===== src/rtl/id_issue_ctrl.sv =====
// Decode-stage sequencer: holds the IR feeding id_decoder, blocks issue on RAW hazards
// through a register scoreboard, and hands ops to id/ex. Optional perf counters: ID_ISSUE_PERF_EN.
module id_issue_ctrl #(
    parameter int                INST_W   = 32,
    parameter int                REG_AW   = 5,
    parameter logic [INST_W-1:0] NOP_INST = 32'h00000013
) (
    input  logic              clk,
    input  logic              rst,
    input  logic              if_valid,
    input  logic [INST_W-1:0] if_inst,
    output logic              if_ready,
    output logic [INST_W-1:0] dec_inst,
    input  logic [REG_AW-1:0] dec_rs1,
    input  logic [REG_AW-1:0] dec_rs2,
    input  logic [REG_AW-1:0] dec_rd,
    input  logic              dec_use_rs2,
    input  logic              dec_wr,
    output logic              ex_valid,
    input  logic              ex_ready,
    input  logic              wb_valid,
    input  logic [REG_AW-1:0] wb_rd,
    input  logic              flush,
    output logic [31:0]       stall_cycles,
    output logic [31:0]       issue_count
);
    localparam int NREG = 1 << REG_AW;

    typedef enum logic [1:0] {IDLE, HELD, STALL} state_t;

    state_t            state;
    logic [INST_W-1:0] ir;
    logic [NREG-1:0]   sb, sb_nxt;
    logic              hazard, fire_ex, fire_if;

    // Hazard looks only at the registered scoreboard, so a same-cycle write-back
    // cannot release a dependent op until the following cycle.
    assign hazard   = sb[dec_rs1] | (dec_use_rs2 & sb[dec_rs2]);
    assign ex_valid = (state == HELD) & ~hazard & ~flush;
    assign fire_ex  = ex_valid & ex_ready;
    assign if_ready = rst & ~flush & ((state == IDLE) | fire_ex);
    assign fire_if  = if_valid & if_ready;
    assign dec_inst = ir;

    // Clear before set so a new producer of the same register keeps it busy.
    always_comb begin
        sb_nxt = sb;
        if (wb_valid)
            sb_nxt[wb_rd] = 1'b0;
        if (fire_ex && dec_wr && dec_rd != '0)
            sb_nxt[dec_rd] = 1'b1;
        sb_nxt[0] = 1'b0;
    end

    always_ff @(posedge clk or negedge rst) begin
        if (!rst) begin
            state <= IDLE;
            ir    <= NOP_INST;
            sb    <= '0;
        end else begin
            sb <= sb_nxt;
            if (flush) begin
                state <= IDLE;
                ir    <= NOP_INST;
            end else begin
                case (state)
                    IDLE: begin
                        if (fire_if) begin
                            ir    <= if_inst;
                            state <= HELD;
                        end
                    end
                    HELD: begin
                        if (hazard)
                            state <= STALL;
                        else if (fire_ex) begin
                            if (fire_if)
                                ir <= if_inst;
                            else
                                state <= IDLE;
                        end
                    end
                    STALL: begin
                        if (!hazard)
                            state <= HELD;
                    end
                    default: state <= IDLE;
                endcase
            end
        end
    end

`ifdef ID_ISSUE_PERF_EN
    always_ff @(posedge clk or negedge rst) begin
        if (!rst) begin
            stall_cycles <= '0;
            issue_count  <= '0;
        end else begin
            if (state == STALL && stall_cycles != '1)
                stall_cycles <= stall_cycles + 32'd1;
            if (fire_ex && issue_count != '1)
                issue_count <= issue_count + 32'd1;
        end
    end
`else
    assign stall_cycles = '0;
    assign issue_count  = '0;
`endif

endmodule


===== config.mk =====
export PLATFORM = sky130hd
export DESIGN_NAME = id_issue_ctrl
export DESIGN_NICKNAME = d
export VERILOG_FILES = /design/src/rtl/id_issue_ctrl.sv
export SDC_FILE = /design/constraint.sdc
export NUM_CORES = 1
export LEC_CHECK = 0
export CORE_MARGIN = 2
export CORE_UTILIZATION = 44
export DETAILED_ROUTE_END_ITERATION = 10
export PLACE_DENSITY_LB_ADDON = 0.1
export SYNTH_ARGS = -nofsm -noshare
export SYNTH_HDL_FRONTEND = slang
export SYNTH_SLANG_ARGS = --single-unit
export TNS_END_PERCENT = 20

===== constraint.sdc =====
create_clock -name clk -period 3.8 [get_ports clk]
set_input_delay 0.76 -clock clk [delete_from_list [all_inputs] [get_ports clk]]
set_output_delay 0.76 -clock clk [all_outputs]
set_load 0.01 [all_outputs]

## Word-level counts from Yosys, hierarchy flattened

Cells that the tools add are included.
W data, S select, Z words.

- Register bits: 65
- Input bits: 60
- Output and inout port bits: 98
- Word-level logic and storage cells: 62

- $lt $le $gt $ge: 6
- Equality and inequality tests: 8
- Muxes and demuxes: 22
- Bitwise gates (word level): 14
- Reduce and logical (&&, ||, !) cells: 9

Operators with widths:

| cell | count |
|---|---|
| $mux W32 | 6 |
| $pmux W32 S2 | 1 |
| $and A32 B32 Y32 | 1 |
| $not A32 Y32 | 1 |
| $or A32 B32 Y32 | 1 |
| $lt A5 B6 Y1 const B | 4 |
| $mux W2 | 6 |
| $ne A3 B3 Y1 const B | 4 |
| $bmux W1 S5 | 2 |
| $demux W1 S5 | 2 |
| $ge A5 B1 Y1 const B | 2 |
| $ne A4 B4 Y1 const B | 2 |
| $and A1 B1 Y1 | 7 |
| $pmux W2 S3 | 1 |
| $reduce_bool A5 Y1 | 1 |
| $logic_and A1 B1 Y1 | 4 |
| $mux W1 | 4 |
| $reduce_and A4 Y1 | 1 |
| $reduce_and A3 Y1 | 1 |
| $reduce_bool A3 Y1 | 1 |
| $eq A2 B1 Y1 const B | 1 |
| $eq A2 B2 Y1 const B | 1 |
| $logic_not A2 Y1 | 1 |
| $not A1 Y1 | 2 |
| $or A1 B1 Y1 | 2 |

## Longest topological paths before layout

- Depth in word-level cells: 16
- Mapped depth: 9
- Depth with buffers taken out: 7

## Worst setup path before layout

No wires, ideal clock.

- Path kind: input to output
- Start: input port dec_rs2[1]
- End: output port ex_valid
- Data arrival time: 2.496 ns
- Data required time: 3.040 ns
- Path slack: 0.544 ns
- Cell stages on the path: 6
- Path buffers: 1
- Cell sequence: buf_4 mux4_2 mux2_2 o311ai_1 o22ai_2 nor4_1

- Cells in the longest elaborated chain, start to end: 7

RTL lines:

| what | line | source |
|---|---|---|
| start: declaration | 15 | `input logic [REG_AW-1:0] dec_rs2,` |
| $bmux W1 S5 | 38 | `assign hazard = sb[dec_rs1] \| (dec_use_rs2 & sb[dec_rs2]);` |
| $mux W1 (implied by the code) | 38 |  |
| $and A1 B1 Y1 | 38 |  |
| $or A1 B1 Y1 | 38 |  |
| $not A1 Y1 | 39 | `assign ex_valid = (state == HELD) & ~hazard & ~flush;` |
| $and A1 B1 Y1 (2 in series) | 39 |  |
| end: declaration | 19 | `output logic ex_valid,` |

Every way passes these cells. The select of a mux whose other input is x is not followed.

## Final worst setup path

- Start: input port dec_rs2[2]
- End: output port if_ready

- Cells in the longest elaborated chain, start to end: 10

RTL lines:

| what | line | source |
|---|---|---|
| $bmux W1 S5 | 38 |  |
| $mux W1 (implied by the code) | 38 |  |
| $and A1 B1 Y1 | 38 |  |
| $or A1 B1 Y1 | 38 |  |
| $not A1 Y1 | 39 |  |
| $and A1 B1 Y1 (2 in series) | 39 |  |
| $and A1 B1 Y1 | 40 | `assign fire_ex = ex_valid & ex_ready;` |
| $or A1 B1 Y1 | 41 | `assign if_ready = rst & ~flush & ((state == IDLE) \| fire_ex);` |
| $and A1 B1 Y1 | 41 |  |
| end: declaration | 12 | `output logic if_ready,` |

Every way passes these cells. The select of a mux whose other input is x is not followed.

==> summary.txt <==
Layout
  • Area growth, synth to finish: 28.4%
  • Post-Layout Cell Count: 614
  • Ant. Diodes: 0
  • Fin nets: 558
  • Share of cells above drive strength 1: 13.5%

Global routing
  • Antenna violations before repair: 0
  • Number of global-route vias before repair: 3078
  • Pin count of the biggest net entering global routing: 65
  • First-pass GRT wire length: 15500 microns
  • Gr usage total: 19.6%
  • Grt total ovfl: 0

Place
  • Placed Cells: 597
  • Port buffer count: 93
  • RD Place Congestion: 0.869
  • Detail Placement HPWL: 7100 microns

Clock tree
  • Clk slew on worst S/H paths: 0.07 ns
  • CTS Buffer Depth: 2
  • TritonCTS Buffers: 9
  • TritonCTS clock tree: built
  • Root buffer cell: clkbuf_8
  • H-tree depth: 3
  • Sink Count: 65
  • Clk_lat worst skew: 0.34 ns

Drt
  • 1st-iter DRT viols: 143
  • Drt drc: 0
  • Vias per std cell: 5.10
  • Drt first pass iters: 4
  • Drt wl/cell: 15.7 microns
  • Final ANT Viol Nets: 0
  • WL final: 9630 microns
  • Total vias in the final route: 3129

Power and ir drop
  • Comb power frac: 16.5%
  • P_sw: 453 uW
  • Static leakage: 2.22 nW
  • Total internal power: 1.39 mW
  • P per Cell Area: 355 nW/um^2
  • Highest ir drop seen on vdd: 0.185 mV
  • Sw frac: 24.5%
  • Clk pwr share: 43.6%
  • Sequential Power Share: 39.8%

STA
  • Layout Skew: 0.0119 ns
  • Fmax: 278 MHz
  • Final setup vio count: 0
  • Slew headroom: 51.6%
  • Worst slew pin tran: 0.726 ns
  • RSZ-0062 raised after global routing: no
  • Minimum clock period: 3.59 ns
  • Setup TNS: 0 ns
  • Hold Violations, Final: 0
  • Slew Viols, Final: 0
  • Tcrit/Tclk final: 94.6%

Setup path
  • Crit-path max FO: 8
  • Critical R2R Launch: sb[7]$_DFF_PN0_
  • Crit path to: if_ready
  • R2R setup slack: 1.17 ns
  • Startpoint types: input port
  • Critical Path RT: 3.04 ns
  • Crit. End Element: output port
  • Worst EP arrival: 2.83 ns
  • Critical path class: input port to output port
  • RR Endpoint: sb[30]$_DFF_PN0_
  • Worst setup path start: dec_rs2[2]
  • Reg2Reg Depth: 7

Synth
  • Flops & latches, synth: 65
  • Syn Area/Cell: 10.2 sq um
  • Unique cell type count in the Yosys netlist: 35
  • Synth Cell Area: 4050 sq um
  • Mapped Cells: 398
  • Sequential share of the synthesized area: 40.2%
  • Yosys warns: 0

Hold path
  • Worst hold path type: input port to async pin

Die
  • Die area: 9990 sq um
  • Row cnt: 35
  • Initial Utilization: 44.7%
  • Die X: 100 microns
  • Top Ports: 158
  • Core area: 9060 sq um
  • DIE HEIGHT: 100 microns

Run status
  • Status: finished clean

Run
  • Max Cap Violations: 0
-- cell usage after synthesis --
cell type / count / area, sq um
buf_4: 69 / 518
dfrtp_1: 62 / 1550
nand2b_1: 58 / 363
o21ai_0: 48 / 240
mux2i_1: 35 / 350
mux4_2: 15 / 338
nor2_1: 15 / 56.3
nand2_1: 10 / 37.5
clkbuf_1: 9 / 33.8
o21ai_2: 9 / 78.8
o21ai_1: 8 / 40.0
inv_1: 7 / 26.3
nand3_1: 7 / 35.0
nand3b_1: 6 / 45.0
a21oi_1: 5 / 25.0
nor2b_1: 4 / 25.0
dfstp_2: 3 / 78.8
nor3_1: 3 / 15.0
or3_1: 3 / 18.8
or3b_2: 3 / 26.3
buf_2: 2 / 10.0
mux2_2: 2 / 22.5
nand4_1: 2 / 12.5
o31ai_1: 2 / 15.0
a22oi_1: 1 / 7.51
a31oi_1: 1 / 6.26
and3_1: 1 / 6.26
buf_6: 1 / 11.3
conb_1: 1 / 3.75
nor4_1: 1 / 6.26
o22ai_2: 1 / 12.5
o311ai_1: 1 / 8.76
or4_1: 1 / 7.51
or4_4: 1 / 11.3
xnor2_1: 1 / 8.76
-- flip-flops by register name (all words and copies together) (netlist names) --
register  cells
state         2
dec_inst     32
sb           31
-- placed cells by master (no fill, tap or decap), types with 3 or more instances in the layout --
master           instances
a21oi_1                  5
dfstp_2                  3
nor2b_1                  4
nand3_1                  7
nand2b_1                58
or3_1                    3
o21ai_0                 47
buf_4                   11
nor2_1                  15
o21ai_2                  8
nor3_1                   3
mux4_2                  15
clkbuf_8                10
clkdlybuf4s50_1         85
inv_1                    7
dlygate4sd2_1            3
conb_1                  64
nand2_1                 10
or3b_2                   3
nand3b_1                 6
bufinv_16                4
dfrtp_1                 62
mux2i_1                 35
o21ai_1                  9
-- cell type report --
| type | count | area [sq um] |
|---|---|---|
| clock buffer | 10 | 138 |
| clock inverter | 6 | 138 |
| fill | 807 | 3860 |
| inverter | 7 | 26.3 |
| multi-input combinational | 308 | 2070 |
| sequential | 65 | 1630 |
| tap | 111 | 139 |
| timing repair buffer | 107 | 1060 |
-- metrics by stage --
step / worst slack (ns) / power [mW] / util, % / instance area [sq um] / hold slack (ns)
floorplan: 0.544 / 0.943 / - / 4290 / 0.464
global placement: -0.538 / 1.05 / 54.2 / 4910 / 0.496
detailed placement: -0.570 / 1.05 / 54.2 / 4910 / 0.511
CTS: 0.0661 / 1.86 / 57.4 / 5200 / 0.303
global route: 0.0143 / 1.93 / 57.4 / 5200 / 0.307
finish: 0.207 / 1.85 / 57.4 / 5200 / 0.308
-- power groups by stage --
stage / Combinational [mW] / Clock [mW] / Sequential [mW]
5_1_grt: 0.335 / 0.852 / 0.739
3_3_place_gp: 0.302 / 0 / 0.748
3_5_place_dp: 0.306 / 0 / 0.748
4_1_cts: 0.308 / 0.819 / 0.736
6_report: 0.305 / 0.806 / 0.736
2_1_floorplan: 0.191 / 0 / 0.752
-- worst max-delay path, cell delays in order --
cell and delay, ns:
clkdlybuf4s50_1 0.50, buf_4 0.18, mux4_2 0.30, mux2i_1 0.15, nand3b_1 0.12, o311ai_2 0.09, o22ai_2 0.19, o21ai_1 0.15
and3_1 0.16, clkdlybuf4s15_2 0.23
-- how the worst min path moves through the flow --
stage | from | endpoint | depth (start not counted)
after floorplan | rst | dec_inst[10]$_DFFE_PN0P_ | 0
after global placement | dec_inst[1]$_DFFE_PN1P_ | dec_inst[1]$_DFFE_PN1P_ | 2
after detailed placement | dec_inst[1]$_DFFE_PN1P_ | dec_inst[1]$_DFFE_PN1P_ | 2
after CTS | rst | state[1]$_DFFE_PN0P_ | 1
after global routing | rst | state[0]$_DFFE_PN0P_ | 1
final | rst | dec_inst[22]$_DFFE_PN0P_ | 1
-- timing repair --
action	in CTS	in global routing
setup buffers	1	0
pin swaps	1	0
setup endpoints to repair	2	2
hold buffers	0	0
resized for setup	10	4
-- cell families after synthesis --
group,synth area share [%]
and+or+nand+nor,16.4
buffers and inverters,14.8
AOI/OAI and AO/OA,10.7
DFF,40.2
muxes,17.5
xor gates and xnor gates,0.216
other,0.0925
-- metal layers --
| metal | vias up | wire length [microns] | part of all wire [%] | GRT usage, % |
|---|---|---|---|---|
| met5 | - | 0 | 0 | 0 |
| met4 | 0 | 102 | 1.1 | 6.01 |
| met3 | 11 | 850 | 8.8 | 7.73 |
| met2 | 122 | 4580 | 48 | 30.8 |
| met1 | 1541 | 4090 | 42 | 25.1 |
| li1 | 1455 | - | - | - |
Power figures use the tool's default switching activity.
